$ cat src/rtl/unified_mem_model_rd_pipe.sv
// Read-response delay line carrying {valid, err, data}; data stages only load on valid so
// the last response is held between strobes.
module mem_rd_pipe #(
    parameter int DATA_W   = 32,
    parameter int READ_LAT = 1
) (
    input  logic              clk,
    input  logic              rst,
    input  logic              in_valid_i,
    input  logic              in_err_i,
    input  logic [DATA_W-1:0] in_data_i,
    output logic              out_valid_o,
    output logic              out_err_o,
    output logic [DATA_W-1:0] out_data_o
);

    if (READ_LAT == 0) begin : g_comb
        logic [DATA_W-1:0] hold_q;

        always_ff @(posedge clk) begin
            if (rst) begin
                hold_q <= '0;
            end else if (in_valid_i) begin
                hold_q <= in_data_i;
            end
        end

        assign out_valid_o = in_valid_i;
        assign out_err_o   = in_valid_i & in_err_i;
        assign out_data_o  = in_valid_i ? in_data_i : hold_q;
    end else begin : g_pipe
        logic [READ_LAT-1:0] vld_pipe_q;
        logic [READ_LAT-1:0] err_pipe_q;
        logic [DATA_W-1:0]   data_pipe_q [READ_LAT];

        always_ff @(posedge clk) begin
            if (rst) begin
                vld_pipe_q <= '0;
                err_pipe_q <= '0;
                for (int i = 0; i < READ_LAT; i++) data_pipe_q[i] <= '0;
            end else begin
                vld_pipe_q[0] <= in_valid_i;
                err_pipe_q[0] <= in_valid_i & in_err_i;
                if (in_valid_i) data_pipe_q[0] <= in_data_i;
                for (int i = 1; i < READ_LAT; i++) begin
                    vld_pipe_q[i] <= vld_pipe_q[i-1];
                    err_pipe_q[i] <= err_pipe_q[i-1];
                    if (vld_pipe_q[i-1]) data_pipe_q[i] <= data_pipe_q[i-1];
                end
            end
        end

        assign out_valid_o = vld_pipe_q[READ_LAT-1];
        assign out_err_o   = err_pipe_q[READ_LAT-1];
        assign out_data_o  = data_pipe_q[READ_LAT-1];
    end

endmodule

$ cat config.mk
export PLATFORM = sky130hd
export DESIGN_NAME = mem_rd_pipe
export DESIGN_NICKNAME = d
export VERILOG_FILES = /design/src/rtl/unified_mem_model_rd_pipe.sv
export SDC_FILE = /design/constraint.sdc
export NUM_CORES = 1
export LEC_CHECK = 0
export ABC_AREA = 1
export CAP_MARGIN = 25
export CORE_ASPECT_RATIO = 0.8
export CORE_MARGIN = 1
export CORE_UTILIZATION = 39
export DETAILED_ROUTE_END_ITERATION = 12
export PLACE_DENSITY = 0.88
export SETUP_SLACK_MARGIN = 0.02
export SLEW_MARGIN = 10
export SYNTH_ARGS = -nofsm -noshare
export SYNTH_HDL_FRONTEND = slang
export SYNTH_SLANG_ARGS = --single-unit
export TNS_END_PERCENT = 50
$ cat constraint.sdc
create_clock -name clk -period 1.1 [get_ports clk]
set_input_delay 0.165 -clock clk [delete_from_list [all_inputs] [get_ports clk]]
set_output_delay 0.165 -clock clk [all_outputs]
set_load 0.005 [all_outputs]
==> results of run 1 <==
metrics by stage:
step	TNS (ns)	std cells	hold WS (ns)	instance area, sq um	power (W)
global route	0	226	0.451	2310	0.00344
detailed placement	-15.91	217	0.727	2150	0.00206
CTS	0	225	0.416	2280	0.00334
floorplan	0	107	0.237	1380	0.00170
finish	0	226	0.436	2310	0.00331
global placement	-13.16	217	0.701	2150	0.00205
registers in the layout, summed over array words and instances, names as in the netlist:
| signal | cells |
|---|---|
| g_pipe.data_pipe_q | 32 |
| out_valid_o | 1 |
| out_err_o | 1 |
routing by layer:
| metal | up-vias | GRT usage (%) | wire (um) |
|---|---|---|---|
| met1 | 410 | 15.8 | 991 |
| met5 | - | 0 | 0 |
| met2 | 46 | 23.0 | 1300 |
| met3 | 4 | 7.64 | 255 |
| met4 | 0 | 8.04 | 59 |
| li1 | 475 | - | - |
cells in the mapped netlist (all sizes together):
cell	count	share of area (%)
or2	1	0.45
nor2	33	14
inv	34	9.2
buf	3	2.4
edfxtp	32	70
nand2	2	1.1
dfxtp	2	2.9
path summary, 6_finish.rpt:
kind              cells past startpoint        from                        end  slack, ns
hold / removal                        3    in_err_i                  out_err_o       0.44
setup / recovery                      5  in_valid_i  g_pipe.data_pipe_q[0][28]       0.05
logic make-up (layout without fill, tap and decap cells):
| group | after synthesis | count (layout) | share of synthesized area, % |
|---|---|---|---|
| AND/OR/NAND/NOR | 36 | 36 | 15.8 |
| flip-flops | 34 | 34 | 72.5 |
| buffers and inverters | 37 | 116 | 11.7 |
power by group through the flow:
| stage | Sequential [W] | Combinational (W) | Clock (W) |
|---|---|---|---|
| 2_1_floorplan | 0.00159 | 0.000110 | 0 |
| 3_3_place_gp | 0.00158 | 0.000473 | 0 |
| 3_5_place_dp | 0.00158 | 0.000482 | 0 |
| 4_1_cts | 0.00155 | 0.000434 | 0.00135 |
| 5_1_grt | 0.00156 | 0.000479 | 0.00140 |
| 6_report | 0.00155 | 0.000442 | 0.00132 |
timing repair:
item                                    4_1_cts  5_1_grt
cloned                                        0        1
gates resized for setup                      61        6
endpoints found under the setup margin       34       42
hold buffers                                  0        0
pin swaps                                     0        0
critical path, cell delays in order:
cell	delay [ns]
clkdlybuf4s50_1	0.44
buf_4	0.16
nand2_4	0.09
buf_12	0.18
nor2_1	0.06
final cells by class:
| type | count | area [sq um] |
|---|---|---|
| repair buffers | 74 | 781 |
| clock inverters | 3 | 63.8 |
| fillers | 220 | 908 |
| flip-flops and latches | 34 | 1000 |
| multi-input cells | 36 | 220 |
| well taps | 40 | 50.0 |
| clock buffers | 5 | 68.8 |
| inverters | 34 | 128 |
==> run_results.csv, run 1 <==
group,metric,value,unit
power,swShare,18.5,%
grt,grt_pass1_vias,787,
cells_and_area,fin_nets,221,
synthesis,yosysSeqAreaShare,72.5,%
detailed_routing,dr_total_vias,935,
timing,slew_headroom,91.5,%
cells_and_area,layout_common_cells,"clkdlybuf4s50_1 (35), inv_1 (34), edfxtp_1 (32), clkdlybuf4s15_1 (32), nor2_2 (29)",
clock_network,postCtsSetupRepairBufs,0,
cells_and_area,antennaDiodeCount,0,
timing,layout_setup_ws,0.0452,ns
floorplan,core_area,0.00322,sq mm
power,p_leak,1.03,nW
clock_network,cts_sinks,34,
synthesis,ys_seq_elements,34,
timing,rsz0062_at_grt,"yes",
placed_design,place_congestion,0.682,
clock_network,cts_tree,"yes",
detailed_routing,drc,0,
cells_and_area,final_util,71.8,%
timing,hold_viol_final,0,
status,status,"complete, no violations",
power,peakVddDrop,0.000833,V
floorplan,initial_core_util,42.9,%
flow_run,maxCapViolations,0,
power,p_seq_share,46.8,%
power,p_int,0.00270,W
timing,worstMarginPinSlew,0.127,ns
grt,grt_max_degree,33,
cells_and_area,final_common_cell,"clkdlybuf4s50_1",
synthesis,synth_cell_type_count,9,
detailed_routing,wl_per_cell,11.5,um
detailed_routing,first_iter_violations,40,
detailed_routing,antenna_left,0,
timing,setup_viol,0,
critical_path,crit_fanout,19,
critical_path,worst_setup_path_start_kind,"input pin",
floorplan,dieArea,0.00378,sq mm
grt,antenna_found_initial,0,
critical_path,crit_arrival,1.09,ns
synthesis,yosys_warnings,0,
clock_network,htree_num_levels,2,
clock_network,cts_buffers,5,
synthesis,syn_nets,143,
cells_and_area,areaGrowthSynthToFinish,67.5,%
power,power.density,1430,mW/mm^2
power,comb_power_share,13.4,%
floorplan,io_pins,70,
grt,grt_use_total,14.8,%
detailed_routing,viasPerCell,4.14,
detailed_routing,wirelength,2.61,mm
placed_design,dp_hpwl,1.91,mm
synthesis,syn_area,0.00138,sq mm
clock_network,clk_pin_slew_worst_paths,0.07,ns
critical_path,endpoint_kind,"register",
critical_path,cp.required,1.14,ns
timing,drv_slew,0,
power,p_clk_share,39.8,%
clock_network,root_buffer,"clkbuf_8",
synthesis,avgSynthCellArea,12.9,sq um
grt,grt_pass1_wl,3.68,mm
critical_path,worstSetupPathType,"in2reg",
placed_design,place_ws,-0.282,ns
timing,fin_crit_sh,95.9,%
detailed_routing,firstDrtPassIters,4,
grt,overflow,0,
timing,final.min_clock_period,1.05,ns
cells_and_area,drive_gt1_share,23.1,%
power,p_sw,0.000611,W
placed_design,port_buffers,69,
floorplan,die_w,68.5,um
worst_hold_path,min_path_type,"in2reg",
floorplan,die_h,55.2,um
timing,fmax,948,MHz
clock_network,clk_path_buf_depth,2,
synthesis,syn_inst,107,
floorplan,rows,18,
Power figures use the tool's default switching activity.
==> inputs of run 2 (changes only) <==
--- a/config.mk
+++ b/config.mk
@@ -13,7 +13,6 @@
 export DETAILED_ROUTE_END_ITERATION = 12
 export PLACE_DENSITY = 0.88
 export SETUP_SLACK_MARGIN = 0.02
-export SLEW_MARGIN = 10
 export SYNTH_ARGS = -nofsm -noshare
 export SYNTH_HDL_FRONTEND = slang
 export SYNTH_SLANG_ARGS = --single-unit
==> results of run 2 <==
Final layout, timing and power as in run 1 (identical DEF).
==> inputs of run 3 (changes only) <==
--- a/config.mk
+++ b/config.mk
@@ -13,6 +13,7 @@
 export DETAILED_ROUTE_END_ITERATION = 12
 export PLACE_DENSITY = 0.88
 export SETUP_SLACK_MARGIN = 0.02
+export SKIP_LAST_GASP = 1
 export SYNTH_ARGS = -nofsm -noshare
 export SYNTH_HDL_FRONTEND = slang
 export SYNTH_SLANG_ARGS = --single-unit
==> run 3 against run 2 <==
Against the previous run:
- non-clock buffer count stayed put
- utilization is 0.47 points higher
- first-iteration DRC count is 20% higher
- combinational power is 0.9% higher
- highest routed layer unchanged
==> run_results.csv, run 3 (synthesis results as in run 1) <==
group,metric,value,unit
detailed_routing,antenna_left,0,
clock_network,cts_tree,"yes",
critical_path,cp.required,1.14,ns
cells_and_area,layout_common_cells,"clkdlybuf4s50_1 (35), inv_1 (34), edfxtp_1 (32)",
grt,antenna_found_initial,0,
clock_network,postCtsSetupRepairBufs,0,
flow_run,maxCapViolations,0,
detailed_routing,wirelength,2.65,mm
floorplan,dieArea,0.00378,sq mm
grt,grt_max_degree,33,
grt,overflow,0,
floorplan,die_h,55.2,um
floorplan,core_area,0.00322,sq mm
placed_design,place_congestion,0.682,
grt,grt_use_total,14.8,%
timing,rsz0062_at_grt,"yes",
clock_network,postCtsHoldBufs,0,
timing,final.min_clock_period,1.06,ns
placed_design,dp_cells,217,
detailed_routing,drc,0,
clock_network,cts_sinks,34,
grt,grt_pass1_wl,3.68,mm
power,p_leak,1.12,nW
placed_design,place_ws,-0.282,ns
clock_network,clk_path_buf_depth,2,
clock_network,cts_buffers,5,
cells_and_area,largest_reg_flops,32,
detailed_routing,dr_total_vias,935,
critical_path,crit_fanout,19,
placed_design,dp_hpwl,1.91,mm
timing,fmax,946,MHz
power,p_int,0.00270,W
cells_and_area,fin_cells,226,
power,p_total,0.00331,W
power,p_seq_share,46.8,%
critical_path,worstSetupPathType,"in2reg",
critical_path,endpoint_kind,"register",
timing,fin_crit_sh,96.1,%
cells_and_area,fillers,216,
timing,hold_viol_final,0,
power,swShare,18.4,%
cells_and_area,final_common_cell,"clkdlybuf4s50_1",
grt,grt_pass1_vias,790,
clock_network,htree_num_levels,2,
cells_and_area,drive_gt1_share,23.7,%
critical_path,crit_arrival,1.10,ns
detailed_routing,viasPerCell,4.14,
cells_and_area,fin_nets,221,
floorplan,die_w,68.5,um
placed_design,port_buffers,69,
power,peakVddDrop,0.000833,V
status,status,"complete, no violations",
detailed_routing,firstDrtPassIters,4,
timing,slew_headroom,91.4,%
power,comb_power_share,13.5,%
floorplan,rows,18,
detailed_routing,wl_per_cell,11.7,um
power,p_sw,0.000611,W
worst_hold_path,min_path_type,"in2reg",
cells_and_area,areaGrowthSynthToFinish,68.6,%
power,power.density,1420,mW/mm^2
timing,setup_viol,0,
detailed_routing,first_iter_violations,48,
timing,hold_slack,0.432,ns
timing,layout_setup_ws,0.0426,ns
critical_path,worst_setup_path_start_kind,"input pin",
cells_and_area,antennaDiodeCount,0,
clock_network,root_buffer,"clkbuf_8",
timing,worstMarginPinSlew,0.129,ns
floorplan,io_pins,70,
power,p_clk_share,39.8,%
clock_network,clk_pin_slew_worst_paths,0.07,ns
floorplan,initial_core_util,42.9,%
cells_and_area,top_register,"g_pipe.data_pipe_q",
timing,drv_slew,0,
==> run 3: changes by cell type in the layout (fill, tap and decap cells not counted) <==
cell,delta
clkbuf_2,+1
clkdlybuf4s15_1,-6
dlygate4sd2_1,-2
dlymetal6s2s_1,+7
==> run 3: area by class of cell <==
cell class,instances,area [sq um],area share (%)
flip-flops and latches,34,1000,43.0
repair buffers,74,796,34.2
multi-input cells,36,220,9.46
inverters,34,128,5.48
clock buffers,5,68.8,2.96
clock inverters,3,63.8,2.74
well taps,40,50.0,2.15
==> run 3: power groups by stage <==
stage | sequential, W | combinational, W | clock, W
after floorplan | 0.00159 | 0.000110 | 0
after global placement | 0.00158 | 0.000473 | 0
after detailed placement | 0.00158 | 0.000482 | 0
after CTS | 0.00155 | 0.000440 | 0.00135
after global routing | 0.00156 | 0.000482 | 0.00140
final | 0.00155 | 0.000446 | 0.00132
==> run 3: layer usage <==
layer | global-route usage, % | up-vias | routed length (um)
li1 | - | 475 | -
met1 | 15.8 | 408 | 978
met2 | 23.0 | 48 | 1340
met3 | 7.64 | 4 | 265
met4 | 8.04 | 0 | 59
met5 | 0 | - | 0
==> run 3: what timing repair did <==
item / 4_1_cts / 5_1_grt
endpoints found under the setup margin: 34 / 54
resized for setup: 43 / 20
hold endpoints to repair: 0 / 0
gates cloned: 0 / 1
==> run 3: stage by stage <==
stage	utilization, %	TNS [ns]	cell area (sq um)
global placement	66.9	-13.16	2150
finish	72.3	0	2330
floorplan	-	0	1380
detailed placement	66.9	-15.91	2150
global route	72.3	0	2330
CTS	70.6	-1.22	2270
==> run 3: worst paths after layout <==
path / startpoint / end / slack (ns) / cells after the start
setup / recovery: in_valid_i / g_pipe.data_pipe_q[0][28] / 0.04 / 5
hold / removal: in_err_i / out_err_o / 0.43 / 3
==> run 3: worst max-delay path, stage by stage <==
cell and delay [ns]:
clkdlybuf4s50_1 0.44, buf_4 0.16, nand2_4 0.09, buf_12 0.18, nor2_1 0.06
